### config.mk
export PLATFORM = sky130hd
export DESIGN_NAME = sqrt_share_arbiter
export DESIGN_NICKNAME = d
export VERILOG_FILES = /design/src/rtl/geofence_pkg.sv /design/src/rtl/sqrt_iter_core.sv /design/src/rtl/sqrt_share_arbiter.sv
export SDC_FILE = /design/constraint.sdc
export NUM_CORES = 1
export LEC_CHECK = 0
export BUFFER_PORTS_ARGS = -buffer_cell sky130_fd_sc_hd__buf_4
export CELL_PAD_IN_SITES_DETAIL_PLACEMENT = 2
export CELL_PAD_IN_SITES_GLOBAL_PLACEMENT = 2
export CORE_MARGIN = 2
export CORE_UTILIZATION = 27
export CTS_BUF_LIST = sky130_fd_sc_hd__clkbuf_16
export DETAILED_ROUTE_END_ITERATION = 7
export GPL_ROUTABILITY_DRIVEN = 0
export PLACE_DENSITY_LB_ADDON = 0.1
export RECOVER_POWER = 50
export SLEW_MARGIN = 25
export SYNTH_ARGS = -nofsm -noshare
export SYNTH_HDL_FRONTEND = slang
export SYNTH_SLANG_ARGS = --single-unit
### constraint.sdc
create_clock -name clk -period 2.2 [get_ports clk]
set_input_delay 0.11 -clock clk [delete_from_list [all_inputs] [get_ports clk]]
set_output_delay 0.11 -clock clk [all_outputs]
set_load 0.02 [all_outputs]
### src/rtl/geofence_pkg.sv
// Shared types and default widths for the geofence square-root datapath.
// Latency: none (declarations only).
// Backpressure: n/a.
package geofence_pkg;

    // Default radicand/root widths; the radicand is always twice the root width.
    localparam int SQRT_IN_W  = 20;
    localparam int SQRT_OUT_W = 10;

    // Supported range of requesters sharing one root core.
    localparam int SQRT_NREQ_MIN = 2;
    localparam int SQRT_NREQ_MAX = 8;

    // Arbiter control states.
    typedef enum logic [1:0] {
        ST_IDLE = 2'd0,
        ST_CALC = 2'd1,
        ST_RESP = 2'd2
    } sqrt_state_t;

endpackage

### src/rtl/sqrt_iter_core.sv
// Digit-by-digit integer square root, one root bit per cycle.
// Latency: OUT_W cycles from start_i to the edge where done_o is high.
// Backpressure: none; start_i is only honoured by the owner while the core is idle.
module sqrt_iter_core
    import geofence_pkg::*;
#(
    parameter int IN_W  = SQRT_IN_W,
    parameter int OUT_W = SQRT_OUT_W
) (
    input  logic             clk_i,
    input  logic             reset_i,
    input  logic             start_i,
    input  logic [IN_W-1:0]  radicand_i,
    output logic             busy_o,
    output logic             done_o,
    output logic [OUT_W-1:0] root_nxt_o,
    output logic [OUT_W+1:0] rem_nxt_o
);

    localparam int CNT_W = $clog2(OUT_W + 1);

    logic [IN_W-1:0]  rad_q;
    logic [OUT_W+1:0] rem_q;
    logic [OUT_W-1:0] root_q;
    logic [CNT_W-1:0] cnt_q;
    logic             busy_q;

    logic [OUT_W+1:0] rem_sh;
    logic [OUT_W+1:0] trial;
    logic [OUT_W+1:0] rem_d;
    logic [OUT_W-1:0] root_d;

    // One restoring step: bring down two radicand bits, try to append a 1 to the root.
    // Before the last step rem < 2^OUT_W, so dropping its top two bits on the shift is lossless.
    always_comb begin
        rem_sh = {rem_q[OUT_W-1:0], rad_q[IN_W-1 -: 2]};
        trial  = {root_q, 2'b01};
        rem_d  = rem_sh;
        root_d = {root_q[OUT_W-2:0], 1'b0};
        if (rem_sh >= trial) begin
            rem_d  = rem_sh - trial;
            root_d = {root_q[OUT_W-2:0], 1'b1};
        end
    end

    // Load a new radicand on start, otherwise iterate while busy and stop after the last bit.
    always_ff @(posedge clk_i) begin
        if (reset_i) begin
            rad_q  <= '0;
            rem_q  <= '0;
            root_q <= '0;
            cnt_q  <= '0;
            busy_q <= 1'b0;
        end else if (start_i) begin
            rad_q  <= radicand_i;
            rem_q  <= '0;
            root_q <= '0;
            cnt_q  <= CNT_W'(OUT_W - 1);
            busy_q <= 1'b1;
        end else if (busy_q) begin
            rad_q  <= rad_q << 2;
            rem_q  <= rem_d;
            root_q <= root_d;
            if (cnt_q == '0) begin
                busy_q <= 1'b0;
            end else begin
                cnt_q <= cnt_q - 1'b1;
            end
        end
    end

    assign busy_o     = busy_q;
    assign done_o     = busy_q && (cnt_q == '0);
    assign root_nxt_o = root_d;
    assign rem_nxt_o  = rem_d;

endmodule

### src/rtl/sqrt_share_arbiter.sv
// Round-robin share of one iterative square-root core between NREQ requesters;
// optional round-to-nearest result under macro SQRT_ARB_ROUND_EN.
// Latency: accept at edge k -> rsp_valid after edge k+OUT_W; backpressure: rsp_ready low holds the result, no new grants until it is taken.
module sqrt_share_arbiter
    import geofence_pkg::*;
#(
    parameter int NREQ  = 4,
    parameter int IN_W  = SQRT_IN_W,
    parameter int OUT_W = SQRT_OUT_W,
    localparam int ID_W = (NREQ > 1) ? $clog2(NREQ) : 1
) (
    input  logic                 clk,
    input  logic                 reset,
    input  logic [NREQ-1:0]      req_valid,
    input  logic [NREQ*IN_W-1:0] req_data,
    output logic [NREQ-1:0]      req_ready,
    output logic                 rsp_valid,
    output logic [ID_W-1:0]      rsp_id,
    output logic [OUT_W-1:0]     rsp_root,
    input  logic                 rsp_ready
);

    sqrt_state_t      state_q, state_d;
    logic [ID_W-1:0]  rr_ptr_q, rr_ptr_d;
    logic [ID_W-1:0]  rsp_id_q;
    logic [OUT_W-1:0] rsp_root_q;

    logic [ID_W-1:0]  win;
    logic [ID_W-1:0]  idx;
    logic             win_found;
    logic             accept;

    logic             core_busy;
    logic             core_done;
    logic [OUT_W-1:0] core_root;
    logic [OUT_W+1:0] core_rem;
    logic [OUT_W-1:0] root_fin;

    // Round-robin search: first valid requester after the last winner, wrapping.
    always_comb begin
        win       = '0;
        win_found = 1'b0;
        idx       = '0;
        for (int k = 1; k <= NREQ; k++) begin
            idx = ID_W'((int'(rr_ptr_q) + k) % NREQ);
            if (!win_found && req_valid[idx]) begin
                win_found = 1'b1;
                win       = idx;
            end
        end
    end

    // Next-state and handshake outputs; grants are suppressed while reset is held.
    always_comb begin
        state_d   = state_q;
        rr_ptr_d  = rr_ptr_q;
        req_ready = '0;
        rsp_valid = 1'b0;
        accept    = 1'b0;
        case (state_q)
            ST_IDLE: begin
                if (!reset && win_found) begin
                    req_ready[win] = 1'b1;
                    accept         = 1'b1;
                    rr_ptr_d       = win;
                    state_d        = ST_CALC;
                end
            end
            ST_CALC: begin
                if (core_done) begin
                    state_d = ST_RESP;
                end
            end
            ST_RESP: begin
                rsp_valid = 1'b1;
                if (rsp_ready) begin
                    state_d = ST_IDLE;
                end
            end
            default: begin
                state_d = ST_IDLE;
            end
        endcase
    end

    sqrt_iter_core #(
        .IN_W  (IN_W),
        .OUT_W (OUT_W)
    ) u_core (
        .clk_i      (clk),
        .reset_i    (reset),
        .start_i    (accept),
        .radicand_i (req_data[int'(win)*IN_W +: IN_W]),
        .busy_o     (core_busy),
        .done_o     (core_done),
        .root_nxt_o (core_root),
        .rem_nxt_o  (core_rem)
    );

`ifdef SQRT_ARB_ROUND_EN
    logic busy_unused;
    assign busy_unused = core_busy;

    // Round to nearest: a remainder above the root means the true root is past root+0.5.
    always_comb begin
        root_fin = core_root;
        if ((core_rem > {2'b00, core_root}) && (core_root != '1)) begin
            root_fin = core_root + 1'b1;
        end
    end
`else
    // The final remainder only matters for rounding; floor root is the core result as-is.
    logic rem_unused;
    assign rem_unused = (^core_rem) ^ core_busy;

    always_comb begin
        root_fin = core_root;
    end
`endif

    // State, pointer and response registers; result is captured on the core's final step.
    always_ff @(posedge clk) begin
        if (reset) begin
            state_q    <= ST_IDLE;
            rr_ptr_q   <= ID_W'(NREQ - 1);
            rsp_id_q   <= '0;
            rsp_root_q <= '0;
        end else begin
            state_q  <= state_d;
            rr_ptr_q <= rr_ptr_d;
            if (accept) begin
                rsp_id_q <= win;
            end
            if (core_done) begin
                rsp_root_q <= root_fin;
            end
        end
    end

    assign rsp_id   = rsp_id_q;
    assign rsp_root = rsp_root_q;

endmodule
# After elaboration in Yosys (flattened, before gate mapping)
# Cells that the tools add are included.
dict set report word_totals {
  input_bits 87
  regBits 61
  word_cells 87
  out_inout_bits 17
}
dict set report op_classes {
  bitwise_logic 1
  mux 37
  shifts 1
  order_cmp 7
  n_addsub 6
  n_reduce_logical 18
  eq_ne 6
  multipliers 1
}
# op count
set op_table {}
lappend op_table {{80-bit by 8-bit variable part select with 20-bit output} 1}
lappend op_table {{20-bit 2-to-1 mux} 2}
lappend op_table {{4-bit 2-to-1 mux} 5}
lappend op_table {{1-bit 2-to-1 mux} 16}
lappend op_table {{2-bit by 3-bit less-than comparator with 1-bit output, second input constant} 5}
lappend op_table {{2-bit 2-to-1 mux} 7}
lappend op_table {{12-bit >= comparator} 1}
lappend op_table {{10-bit 2-to-1 mux} 1}
lappend op_table {{10-bit subtractor} 1}
lappend op_table {{1-bit binary-select mux with 2-bit select} 4}
lappend op_table {{2-bit inequality test, second input constant} 4}
lappend op_table {{1-bit logical AND} 6}
lappend op_table {{2-bit case mux with 3 select lines} 1}
lappend op_table {{2-bit AND reduction} 3}
lappend op_table {{2-bit by 3-bit multiplier with 5-bit output, second input constant} 1}
lappend op_table {{2-bit by 1-bit adder with 2-bit output, second input constant} 2}
lappend op_table {{2-bit adder, second input constant} 2}
lappend op_table {{1-bit zero test} 4}
lappend op_table {{4-bit zero test} 1}
lappend op_table {{4-bit by 1-bit subtractor with 4-bit output, second input constant} 1}
lappend op_table {{3-bit AND reduction} 1}
lappend op_table {{1-bit demux with 2-bit select} 1}
lappend op_table {{2-bit by 1-bit equality test with 1-bit output, second input constant} 1}
lappend op_table {{2-bit equality test, second input constant} 1}
lappend op_table {{5 further kinds} 5}

# Depth between registers and ports, before layout
dict set report depth {
  ltp_word 19
  mapped_depth 9
  ltp_nobuf 8
}

# Cells and area by module
# From an unflattened synthesis, not the netlist that was laid out.
dict set report unflattened {
  hier_cells 547
  area_unflattened_um2 4420.5
}
# mod cells_per_inst area_per_inst_um2 seq_area_each_um2 instances
set modules_own_cells {}
lappend modules_own_cells {sqrt_iter_core 344 2791.4 900.9 1}
lappend modules_own_cells {sqrt_share_arbiter 203 1629.1 320.3 1}

# Worst setup path before layout
# No wires, ideal clock.
dict set report synth_path {
  path_type {flip-flop to flip-flop}
  start {register u_core.root_q[2]}
  end {register u_core.rem_q[2]}
  period_less_slack_ns 2.125
  n_path_buf 1
  path_slack_ns 0.075
  t_required_ns 2.068
  t_arrival_ns 1.994
  setup_ns 0.132
  stages_incl_launch_ff 10
  path_cell_list {dfxtp_1 inv_1 ha_1 and4_1 nor2b_1 a221o_1 or2_1 buf_2 mux2i_1 a21oi_1}
}
dict set report synth_via {
  elab_chain_cells 2
}
# element line
set synth_rtl {}
lappend synth_rtl {{start: declaration} sqrt_iter_core.sv:24} ;# logic [OUT_W-1:0] root_q;
lappend synth_rtl {{start signal: assignment} sqrt_iter_core.sv:63} ;# root_q <= root_d;
lappend synth_rtl {{12-bit >= comparator} sqrt_iter_core.sv:40} ;# if (rem_sh >= trial) begin
lappend synth_rtl {{10-bit 2-to-1 mux} sqrt_iter_core.sv:40}
lappend synth_rtl {{end signal: assignment} sqrt_iter_core.sv:62} ;# rem_q <= rem_d;
lappend synth_rtl {{end: declaration} sqrt_iter_core.sv:23} ;# logic [OUT_W+1:0] rem_q;
# Every way passes these cells.
# A chain may end at the register's enable or synchronous reset.

# Worst setup path after layout
dict set report layout_path {
  start {register u_core.root_q[4]}
  end {register u_core.rem_q[9]}
}
dict set report layout_via {
  elab_chain_cells 2
  elab_cells_between_ends 3
  classes_between {add/sub: 1; order compare: 1; mux: 1}
}
# element line
set layout_rtl {}
lappend layout_rtl {{10-bit subtractor or 12-bit >= comparator (tied branches)} {sqrt_iter_core.sv:41, sqrt_iter_core.sv:40}}
lappend layout_rtl {{10-bit 2-to-1 mux *} sqrt_iter_core.sv:40}
# Every way passes the cells marked *; elsewhere a longest branch is shown, timed or not.

==> impl_metrics.toml <==
[clock_tree]
clkTransAtPathRegs_ns = 0.05
cts-root-buf = "clkbuf_16"
cts_buffers = 9
insertion_delay_ns = 0.33
cts_tree = "built"
cts_hold_buf = 0
ctsHtreeMaxLevel = 3
cts_max_path_buffers = 2
cts.sinks = 61

[logic_synthesis]
syn_area_um2 = 3646
synth_edf_count = 0
syn_inst = 418
synth_seq_cells = 61
ys.flop_type = "dfxtp_1"
avgSynthCellArea_um2 = 8.722
ys_types = 49
async_reset_ff_share_pct = 0
seq_area_frac_synth_pct = 33.49
syn-num-nets = 519
yosys_warnings = 0

[detailed_routing]
postRouteAntennaNets = 0
wl_per_cell_um = 16.94
vias_per_cell = 4.909
num_vias = 3549
drtIter0Drc = 103
drtPass1Iterations = 4
wirelength_um = 12250
drc = 0

[finish]
nNetsFinal = 643
antenna_cells = 0
final_cell_area_um2 = 5129
register_area_um2 = 1224
multi_input_area_um2 = 2325
areaGrowthSynthToFinish_pct = 40.67
nFillCells = 1487
final_cell_mix = "buf_4 (120), mux2i_1 (82), dfxtp_1 (59)"
layout.cells.non_filler = 723
drive_gt1_share_pct = 28.15
final_common_cell = "buf_4"

[run]
cap_viol_max_count = 0

[run_status]
status = "complete, but fails checks"
violations = "negative setup slack"

[worst_setup_path]
crit_chain = "inv_1 -> ha_1 -> buf_4 -> a21oi_2 -> o211ai_1 -> a2111oi_1 -> a41o_1 -> o21ai_0 -> a31oi_1"
critPathTopFamily = "compound AO/OA/AOI/OAI gates"
crit_arrival_ns = 2.46
crit_slowest_cell = "a2111oi_1"
cp_slowest_stage_delay_ns = 0.43
crit_required_ns = 2.44
critical_path_class = "reg -> reg"
cp_max_fo = 6
crit_path_start_kind = "flop"
crit_path_start = "u_core.root_q[4]"
end_kind = "flop"
worstReg2RegStart = "u_core.root_q[4]"
crit_buf_inv = 2

[power]
leakage_uw = 0.002230
p_per_area_nw_per_um2 = 789.2
design_power_total_uw = 4048
max-vdd-ir-drop_mv = 0.3414

[placement]
io_buffers = 103
pre_cts_ws_ns = -0.01338
place_hpwl_um = 9257
dpl.cell_count = 705
place_area_um2 = 4800

[sta]
fmax_mhz = 452.2
hold_violations = 0
period_minus_slack_ns = 2.211
slew_violations = 0
setup_violations = 1
worst_pin_slew_ns = 0.9448
final.setup_skew_ns = 0.006214
rsz0062_at_grt = "yes"
relSlewSlack_pct = 37.01
final.setup.tns_ns = -0.01140
finalCritPeriodShare_pct = 100.5
timing.final.ws_setup_ns = -0.01140

[floorplanning]
fp.dieH_um = 120.2
core_um2 = 13190
dieArea_um2 = 14450
rows = 42
die_width_um = 120.2
initial_core_util_pct = 27.64
pin_count = 104

[global_routing]
grt_max_degree = 51
overflow = 0
grtUsageTotal_pct = 16.89
grt_pass1_wl_um = 19380
antenna_found_initial = 0
grt_pass1_vias = 3783

[worst_hold_path]
holdCritStartpoint = "rsp_ready"
min_path_type = "in -> reg"
## layout make-up
| type | instances | area share (%) |
|---|---|---|
| Clock buffer | 9 | 4.391 |
| Clock inverter | 7 | 1.147 |
| Inverter | 20 | 1.464 |
| Multi-Input combinational cell | 312 | 45.33 |
| Sequential cell | 61 | 23.86 |
| Tap cell | 176 | 4.294 |
| Timing Repair Buffer | 138 | 19.52 |
## routing by layer
metal | vias to the layer above | GRT usage [%] | wire length, um
met4 | 0 | 3.971 | 84
li1 | 1741 | - | -
met2 | 71 | 29.65 | 6020
met1 | 1729 | 20.65 | 5567
met5 | - | 0 | 0
met3 | 8 | 4.292 | 575
## report_power, final
part           total [uW]  leakage, uW  switching [uW]  internal, uW
Combinational        1410      0.00158             714           700
Clock                1360     0.000145             502           859
Sequential           1270     0.000500            68.9          1200
Total                4050      0.00223            1290          2760
## per-stage QoR
stage / hold slack, ns / util [%]
floorplan: 0.2863 / -
global placement: 0.4216 / 36.39
detailed placement: 0.4518 / 36.39
CTS: 0.1445 / 38.78
global route: 0.1805 / 38.88
finish: 0.1461 / 38.88
## path summary, 6_finish.rpt
check                                       end  slack (ns)  depth (start not counted)
worst max-delay path            u_core.rem_q[9]       -0.01                          9
worst min-delay path                 state_q[1]        0.15                          4
worst max register to register  u_core.rem_q[9]       -0.01                          9
worst min register to register        rsp_id[1]        0.45                          2
## flip-flops by register name, summed over array words and instances, names as in the netlist
register and cells:
rr_ptr_q 2, rsp_id 2, rsp_root 10, state_q 2, u_core.busy_o 1, u_core.cnt_q 4
u_core.rad_q 20, u_core.rem_q 10, u_core.root_q 10
## tightest hold or removal path, cell delays in order
cell and delay, ns:
buf_4 0.11, inv_1 0.05, a21oi_1 0.07, nor2_1 0.09
## kinds of logic (layout without fill, tap and decap cells)
family / Yosys count / count (layout) / synth area share (%)
AOI/OAI and AO/OA: 113 / 113 / 19.32
xor gates and xnor gates: 8 / 8 / 1.922
adders and majority gates: 14 / 14 / 4.804
buffers and inverters: 45 / 174 / 5.250
DFF: 61 / 61 / 33.49
muxes: 83 / 83 / 22.82
and+or+nand+nor: 94 / 94 / 12.39
## cells in the mapped netlist (8+ instances only)
cell / instances / share of area [%]
o21a_1: 14 / 2.9
o21ai_1: 12 / 1.6
clkbuf_1: 15 / 1.5
nor2b_1: 8 / 1.4
mux2i_1: 82 / 23
dfxtp_1: 61 / 33
a21oi_1: 37 / 5.1
o22a_1: 9 / 2.2
nand2_1: 28 / 2.9
nor2_1: 30 / 3.1
inv_1: 20 / 2.1
ha_1: 14 / 4.8
o21ai_0: 17 / 2.3
## repair_timing
item | in CTS | in global routing
setup endpoints to repair | 9 | 12
setup buffers | 0 | 2
pin swaps | 3 | 2
cloned | 0 | 0
resized for setup | 7 | 9
No activity file was read; power rests on OpenSTA's default activity.
